<file path="src/rtl/pcie_dll_tx.sv">
// PCIe Data Link Layer transmit path: sequence numbering, LCRC generation,
// retry buffer with Ack/Nak handling and timer/Nak-driven replay.
module pcie_dll_tx #(
    parameter int TLP_W          = 256,
    parameter int RB_DEPTH       = 8,
    parameter int REPLAY_TIMEOUT = 1024
) (
    input  logic                         clk,
    input  logic                         rst_n,
    input  logic                         tlp_valid_i,
    input  logic [TLP_W-1:0]             tlp_i,
    output logic                         tlp_ready_o,
    output logic                         phy_valid_o,
    output logic [TLP_W+47:0]            phy_tlp_o,
    input  logic                         phy_ready_i,
    input  logic                         dllp_valid_i,
    input  logic [7:0]                   dllp_type_i,
    input  logic [11:0]                  dllp_seq_i,
    output logic                         replay_active_o,
    output logic                         link_retrain_o,
    output logic                         dllp_err_o,
    output logic [$clog2(RB_DEPTH):0]    rb_count_o
);
    localparam int PW = $clog2(RB_DEPTH);
    localparam int CW = PW + 1;
    localparam int FW = TLP_W + 48;
    localparam int DW = TLP_W + 16;
    localparam int TW = $clog2(REPLAY_TIMEOUT + 1);
    localparam logic [0:0] ST_NORMAL = 1'b0;
    localparam logic [0:0] ST_REPLAY = 1'b1;

    // MSB-first CRC-32 (poly 04C11DB7, all-ones preset, inverted result), matching the RX checker
    function automatic logic [31:0] crc32(input logic [DW-1:0] data);
        logic [31:0] c;
        c = 32'hFFFF_FFFF;
        for (int i = DW - 1; i >= 0; i--) begin
            if (c[31] ^ data[i]) begin
                c = {c[30:0], 1'b0} ^ 32'h04C1_1DB7;
            end else begin
                c = {c[30:0], 1'b0};
            end
        end
        return ~c;
    endfunction

    logic [FW-1:0]     rb_mem_r [RB_DEPTH];
    logic [0:0]        state_r, state_s;
    logic [PW-1:0]     head_r;
    logic [CW-1:0]     count_r, rp_off_r, rp_off_s;
    logic [11:0]       next_seq_r, acked_seq_r;
    logic [TW-1:0]     timer_r;
    logic [1:0]        replay_num_r;
    logic              phy_valid_r, link_retrain_r, dllp_err_r;
    logic [FW-1:0]     phy_tlp_r;

    logic              loadable_s, tlp_ready_s, accept_s;
    logic              is_ack_s, is_nak_s, in_win_s, ok_s, err_s, ack_prog_s;
    logic              timeout_s, trig_s, replay_load_s;
    logic [11:0]       dist_s;
    logic [CW-1:0]     purge_s, left_s, rp_adj_s;
    logic [PW-1:0]     rd_idx_s, wr_idx_s;
    logic [DW-1:0]     hdr_s;
    logic [FW-1:0]     new_frame_s, load_frame_s;

    assign loadable_s  = !phy_valid_r || phy_ready_i;
    assign tlp_ready_s = rst_n && (state_r == ST_NORMAL) && (count_r < CW'(RB_DEPTH)) && loadable_s;
    assign accept_s    = tlp_valid_i && tlp_ready_s;

    // Window check is against the pre-update count; the distance is modulo the 12-bit sequence space
    assign dist_s     = dllp_seq_i - acked_seq_r;
    assign is_ack_s   = dllp_valid_i && (dllp_type_i == 8'h00);
    assign is_nak_s   = dllp_valid_i && (dllp_type_i == 8'h10);
    assign in_win_s   = dist_s <= 12'(count_r);
    assign ok_s       = (is_ack_s || is_nak_s) && in_win_s;
    assign err_s      = (is_ack_s || is_nak_s) && !in_win_s;
    assign purge_s    = ok_s ? dist_s[CW-1:0] : {CW{1'b0}};
    assign left_s     = count_r - purge_s;
    assign ack_prog_s = is_ack_s && ok_s && (purge_s != {CW{1'b0}});

    assign timeout_s = (state_r == ST_NORMAL) && (count_r != {CW{1'b0}}) &&
                       (timer_r == TW'(REPLAY_TIMEOUT - 1));
    assign trig_s    = (left_s != {CW{1'b0}}) &&
                       ((is_nak_s && ok_s) || (timeout_s && !ack_prog_s));

    // The replay pointer is an offset from the oldest entry, so purging shifts it down
    assign rp_adj_s      = (rp_off_r >= purge_s) ? (rp_off_r - purge_s) : {CW{1'b0}};
    assign rd_idx_s      = head_r + purge_s[PW-1:0] + rp_adj_s[PW-1:0];
    assign wr_idx_s      = head_r + count_r[PW-1:0];
    assign replay_load_s = (state_r == ST_REPLAY) && !trig_s && loadable_s && (left_s != {CW{1'b0}});

    assign hdr_s       = {4'b0000, next_seq_r, tlp_i};
    assign new_frame_s = {hdr_s, crc32(hdr_s)};

    // Frame source for the output register: fresh TLP or a buffered replay frame
    always_comb begin
        load_frame_s = phy_tlp_r;
        if (accept_s) begin
            load_frame_s = new_frame_s;
        end else if (replay_load_s) begin
            load_frame_s = rb_mem_r[rd_idx_s];
        end else begin
            load_frame_s = phy_tlp_r;
        end
    end

    // NORMAL/REPLAY sequencing and replay pointer advance
    always_comb begin
        state_s  = state_r;
        rp_off_s = rp_off_r;
        if (trig_s) begin
            state_s  = ST_REPLAY;
            rp_off_s = {CW{1'b0}};
        end else if (state_r == ST_REPLAY) begin
            if (left_s == {CW{1'b0}}) begin
                state_s  = ST_NORMAL;
                rp_off_s = {CW{1'b0}};
            end else if (replay_load_s) begin
                rp_off_s = rp_adj_s + CW'(1);
                state_s  = ((rp_adj_s + CW'(1)) >= left_s) ? ST_NORMAL : ST_REPLAY;
            end else begin
                rp_off_s = rp_adj_s;
                state_s  = ST_REPLAY;
            end
        end else begin
            state_s  = ST_NORMAL;
            rp_off_s = {CW{1'b0}};
        end
    end

    // Retry buffer storage; frames are kept whole so replays are bit-identical
    always_ff @(posedge clk) begin
        if (accept_s) begin
            rb_mem_r[wr_idx_s] <= new_frame_s;
        end
    end

    // Control state, counters and registered outputs
    always_ff @(posedge clk or negedge rst_n) begin
        if (!rst_n) begin
            state_r        <= ST_NORMAL;
            head_r         <= {PW{1'b0}};
            count_r        <= {CW{1'b0}};
            rp_off_r       <= {CW{1'b0}};
            next_seq_r     <= 12'h000;
            acked_seq_r    <= 12'hFFF;
            timer_r        <= {TW{1'b0}};
            replay_num_r   <= 2'd0;
            phy_valid_r    <= 1'b0;
            phy_tlp_r      <= {FW{1'b0}};
            link_retrain_r <= 1'b0;
            dllp_err_r     <= 1'b0;
        end else begin
            state_r        <= state_s;
            rp_off_r       <= rp_off_s;
            head_r         <= head_r + purge_s[PW-1:0];
            count_r        <= left_s + CW'(accept_s);
            next_seq_r     <= accept_s ? (next_seq_r + 12'd1) : next_seq_r;
            acked_seq_r    <= (ok_s && (purge_s != {CW{1'b0}})) ? dllp_seq_i : acked_seq_r;
            timer_r        <= ((state_r == ST_REPLAY) || (count_r == {CW{1'b0}}) || trig_s || ack_prog_s)
                              ? {TW{1'b0}} : (timer_r + TW'(1));
            if (ack_prog_s) begin
                replay_num_r <= 2'd0;
            end else if (trig_s) begin
                replay_num_r <= (replay_num_r == 2'd3) ? 2'd0 : (replay_num_r + 2'd1);
            end else begin
                replay_num_r <= replay_num_r;
            end
            link_retrain_r <= trig_s && (replay_num_r == 2'd3);
            dllp_err_r     <= err_s;
            if (loadable_s) begin
                phy_valid_r <= accept_s || replay_load_s;
                phy_tlp_r   <= load_frame_s;
            end else begin
                phy_valid_r <= phy_valid_r;
                phy_tlp_r   <= phy_tlp_r;
            end
        end
    end

    assign tlp_ready_o     = tlp_ready_s;
    assign phy_valid_o     = phy_valid_r;
    assign phy_tlp_o       = phy_tlp_r;
    assign replay_active_o = (state_r == ST_REPLAY);
    assign link_retrain_o  = link_retrain_r;
    assign dllp_err_o      = dllp_err_r;
    assign rb_count_o      = count_r;

endmodule

</file>
<file path="config.mk">
export PLATFORM = sky130hd
export DESIGN_NAME = pcie_dll_tx
export DESIGN_NICKNAME = d
export VERILOG_FILES = /design/src/rtl/pcie_dll_tx.sv
export SDC_FILE = /design/constraint.sdc
export NUM_CORES = 2
export LEC_CHECK = 0
export BUFFER_PORTS_ARGS = -buffer_cell sky130_fd_sc_hd__buf_2
export CORE_ASPECT_RATIO = 0.9
export CORE_UTILIZATION = 40
export CTS_BUF_LIST = sky130_fd_sc_hd__clkbuf_4 sky130_fd_sc_hd__clkbuf_8 sky130_fd_sc_hd__clkbuf_16
export CTS_CLUSTER_SIZE = 16
export DETAILED_ROUTE_END_ITERATION = 6
export MAX_ROUTING_LAYER = met4
export SLEW_MARGIN = 10
export SYNTH_ARGS = -nofsm -noshare
export SYNTH_HDL_FRONTEND = slang
export SYNTH_SLANG_ARGS = --single-unit
</file>
<file path="constraint.sdc">
create_clock -name clk -period 30.6 [get_ports clk]
set_input_delay 3.06 -clock clk [delete_from_list [all_inputs] [get_ports clk]]
set_output_delay 3.06 -clock clk [all_outputs]
set_load 0.01 [all_outputs]
</file>
==> metrics.md <==
| Metric | Value |
|---|---|
| Area grow syn2layout | `13.2%` |
| Synth area leaders | `edfxtp_1, xnor3_1, mux4_2` |
| Post-synth ARST share | `0.128` |
| Unrepaired setup endpoints after global routing | `no` |
| Post-synth EDFFs | `2,400` |
| Top_reg_cell synth | `edfxtp_1` |
| Register area share after synthesis | `0.572` |
| IO buf count | `589` |
| CTS tree | `done` |
| Clk_skew | `0.0461 ns` |
| Die X | `629 µm` |
| Largest area contributor in the netlist | `edfxtp_1` |
| Final Cycle Share | `0.903` |
| Initial Util | `0.403` |
| Die area | `0.356 mm²` |
| Routability congestion estimate | `0.907` |
| Reg clk slew, reported paths | `0.06 ns` |
| Crit path arrival time | `28.21 ns` |
| Vias per cell | `5.34` |
| Least-Margin Pin Slew | `1.09 ns` |
| 1st-iter DRT viols | `6,027` |
| DR WL/cell | `27.6 µm` |
| CP Class | `in2reg` |
| Setup bufs post-CTS | `0` |
| Biggest cell delay along the critical path | `0.89 ns` |
| Grt total ovfl | `0` |
| Slowest stage cell on the critical path | `xnor3_1` |
| Status | `completed` |
| Nets@finish | `8,772` |
| Synth Instances | `7,790` |
| Most frequent CP cell | `xnor3_1` |
| Worst hold path depth | `2` |
| DRC viols | `0` |
| Longest Clk Path Bufs | `4` |
| Fin crit period | `27.62 ns` |
| Layout cells sized above 1 | `0.238` |
| Worst-path fanout max | `11` |
| CTS Buf Count | `298` |
| Core area | `0.351 mm²` |
| Routed via count | `71,529` |
| Yosys top cell area share | `0.510` |
| Synth Register Bits | `2,752` |
| Crit path required time | `31.19 ns` |
| Rel. slew slack | `0.266` |
| CTS Hold Bufs | `0` |
| Hold slack | `0.470 ns` |
| First-pass GRT wire length | `536,000 µm` |
| HPWL Detailed | `246,000 µm` |
| Startpoint Class | `input port` |
| Mapped Area | `0.141 mm²` |
| Area of the multi-input gates | `0.0590 mm²` |
| Register Area | `0.0809 mm²` |
| Yosys warns | `0` |
| Distinct cells, synth | `55` |
| Final hold vios | `0` |
| Largest net degree at the start of global routing | `148` |
| Number of global-route vias before repair | `74,017` |
| Max cap viols | `0` |
| Layout Utilization | `0.456` |
| Row count | `206` |
| Clock Latency Late Sink | `0.90 ns` |
| Routed wire length | `369,000 µm` |
| CTS root buf | `clkbuf_16` |
| Post-CTS Resized | `0` |
| Syn Area/Cell | `18.1 µm²` |
| Crit end category | `flip-flop` |
| Worst min-delay path category | `reg2reg` |
| Achievable clock frequency | `36.2 MHz` |
| Die Y | `566 µm` |
| Clock sink count | `2,752` |
| FF-to-FF path depth | `47` |
| I/O pins | `594` |
| Pre-antenna DRT Iters | `7` |
| Htree depth | `5` |
| Setup TNS | `0 ns` |
| Initial antenna violation count | `41` |
| Overall Global Routing Usage | `0.211` |
| Final setup fails | `0` |
| Fin. max-slew vios | `0` |
| Post-route ant nets | `0` |
| Filler cell count | `29,890` |
-- per-stage QoR --
step,setup WS (ns),area (µm²),cells
after detailed placement,2.32,150000,12826
after global placement,2.27,150000,12826
after global routing,2.20,160000,13400
after CTS,3.15,160000,13367
final,2.98,160000,13407
after floorplan,-3.27,141000,7793
-- worst paths after layout --
| check | startpoint | endpoint | slack [ns] |
|---|---|---|---|
| worst max-delay path | tlp_i[250] | rb_mem_r[3][15]$_DFFE_PP_ | 2.98 |
| worst min-delay path | phy_tlp_o[232]$_DFFE_PN0P_ | phy_tlp_o[232]$_DFFE_PN0P_ | 0.47 |
| worst max register to register | next_seq_r[9]$_DFFE_PN0P_ | rb_mem_r[3][15]$_DFFE_PP_ | 4.08 |
| worst min register to register | phy_tlp_o[232]$_DFFE_PN0P_ | phy_tlp_o[232]$_DFFE_PN0P_ | 0.47 |
| max in group asynchronous | rst_n | phy_tlp_o[50]$_DFFE_PN0P_ | 26.19 |
| min in group asynchronous | rst_n | phy_tlp_o[199]$_DFFE_PN0P_ | 2.03 |
-- cell type report --
type,count,area share
sequential,2752,0.505
multi-input combinational,4648,0.369
clock buffer,385,0.0521
tap,4680,0.0366
timing repair buffer,695,0.0245
clock inverter,156,0.0110
inverter,51,0.00124
antenna,40,0.000625
-- cells by family after synthesis --
group	Yosys count	share of synthesized area
mux	914	0.118
other cells	1	0.0000265
flops	2752	0.572
xor+xnor	2357	0.252
compound gates	634	0.0232
simple gates	694	0.0192
buf+inv	393	0.0115
fa+ha+maj	45	0.00430
-- cell usage in the layout (no fill, tap or decap), types with 14 or more instances in the layout --
master,count
edfxtp_1,2400
xor3_1,127
xnor2_1,911
mux4_2,600
xnor3_1,747
mux2_2,18
clkinv_1,43
inv_1,50
bufinv_16,26
o21ai_0,283
xnor2_4,30
a21oi_1,302
nand2_1,310
ha_1,38
mux2i_1,296
xnor2_2,62
clkbuf_8,20
xor2_1,345
xor3_2,14
nor2_1,332
diode_2,40
xnor3_2,62
dfrtp_1,340
clkbuf_4,61
xor2_2,45
a21o_1,24
clkinv_2,44
clkbuf_16,304
buf_4,93
buf_2,588
-- Yosys cell counts (4+ instances only) --
library cell / count
edfxtp_1: 2400
xnor2_1: 912
xnor3_1: 747
mux4_2: 600
xor2_1: 346
dfrtp_1: 340
nor2_1: 336
nand2_1: 310
a21oi_1: 302
mux2i_1: 296
o21ai_0: 284
clkbuf_1: 256
xor3_1: 127
xnor3_2: 62
xnor2_2: 61
inv_1: 50
buf_1: 46
xor2_2: 45
ha_1: 39
xnor2_4: 30
buf_4: 26
a21o_1: 24
mux2_2: 18
xor3_2: 14
dfstp_2: 12
nand3_1: 11
xor2_4: 10
nor3_1: 9
buf_2: 8
nor2b_1: 7
o21ai_1: 7
o22ai_1: 7
fa_1: 6
buf_6: 5
nand2b_1: 5
and3_1: 4
nor4_1: 4
-- critical path: cells and delay by family --
family | cells | cell delay (ns)
buf+inv | 1 | 0.27
xor+xnor | 46 | 24.80
-- registers in the layout, summed over array words and instances (netlist names), 2 cells and up --
name,count
timer_r,11
head_r,3
acked_seq_r,12
rp_off_r,4
replay_num_r,2
phy_tlp_o,300
next_seq_r,12
rb_count_o,4
rb_mem_r,2400
-- metal layers --
metal / vias to the layer above / GRT usage / wire length [µm]
li1: 30983 / - / -
met5: - / - / 0
met1: 38077 / 0.297 / 166000
met2: 2101 / 0.332 / 177000
met3: 368 / 0.0255 / 19500
met4: 0 / 0.0426 / 7200
Power is left out: the tool's default activity adds up to more than one toggle a clock period on the data nets, which glitch-free logic cannot reach.
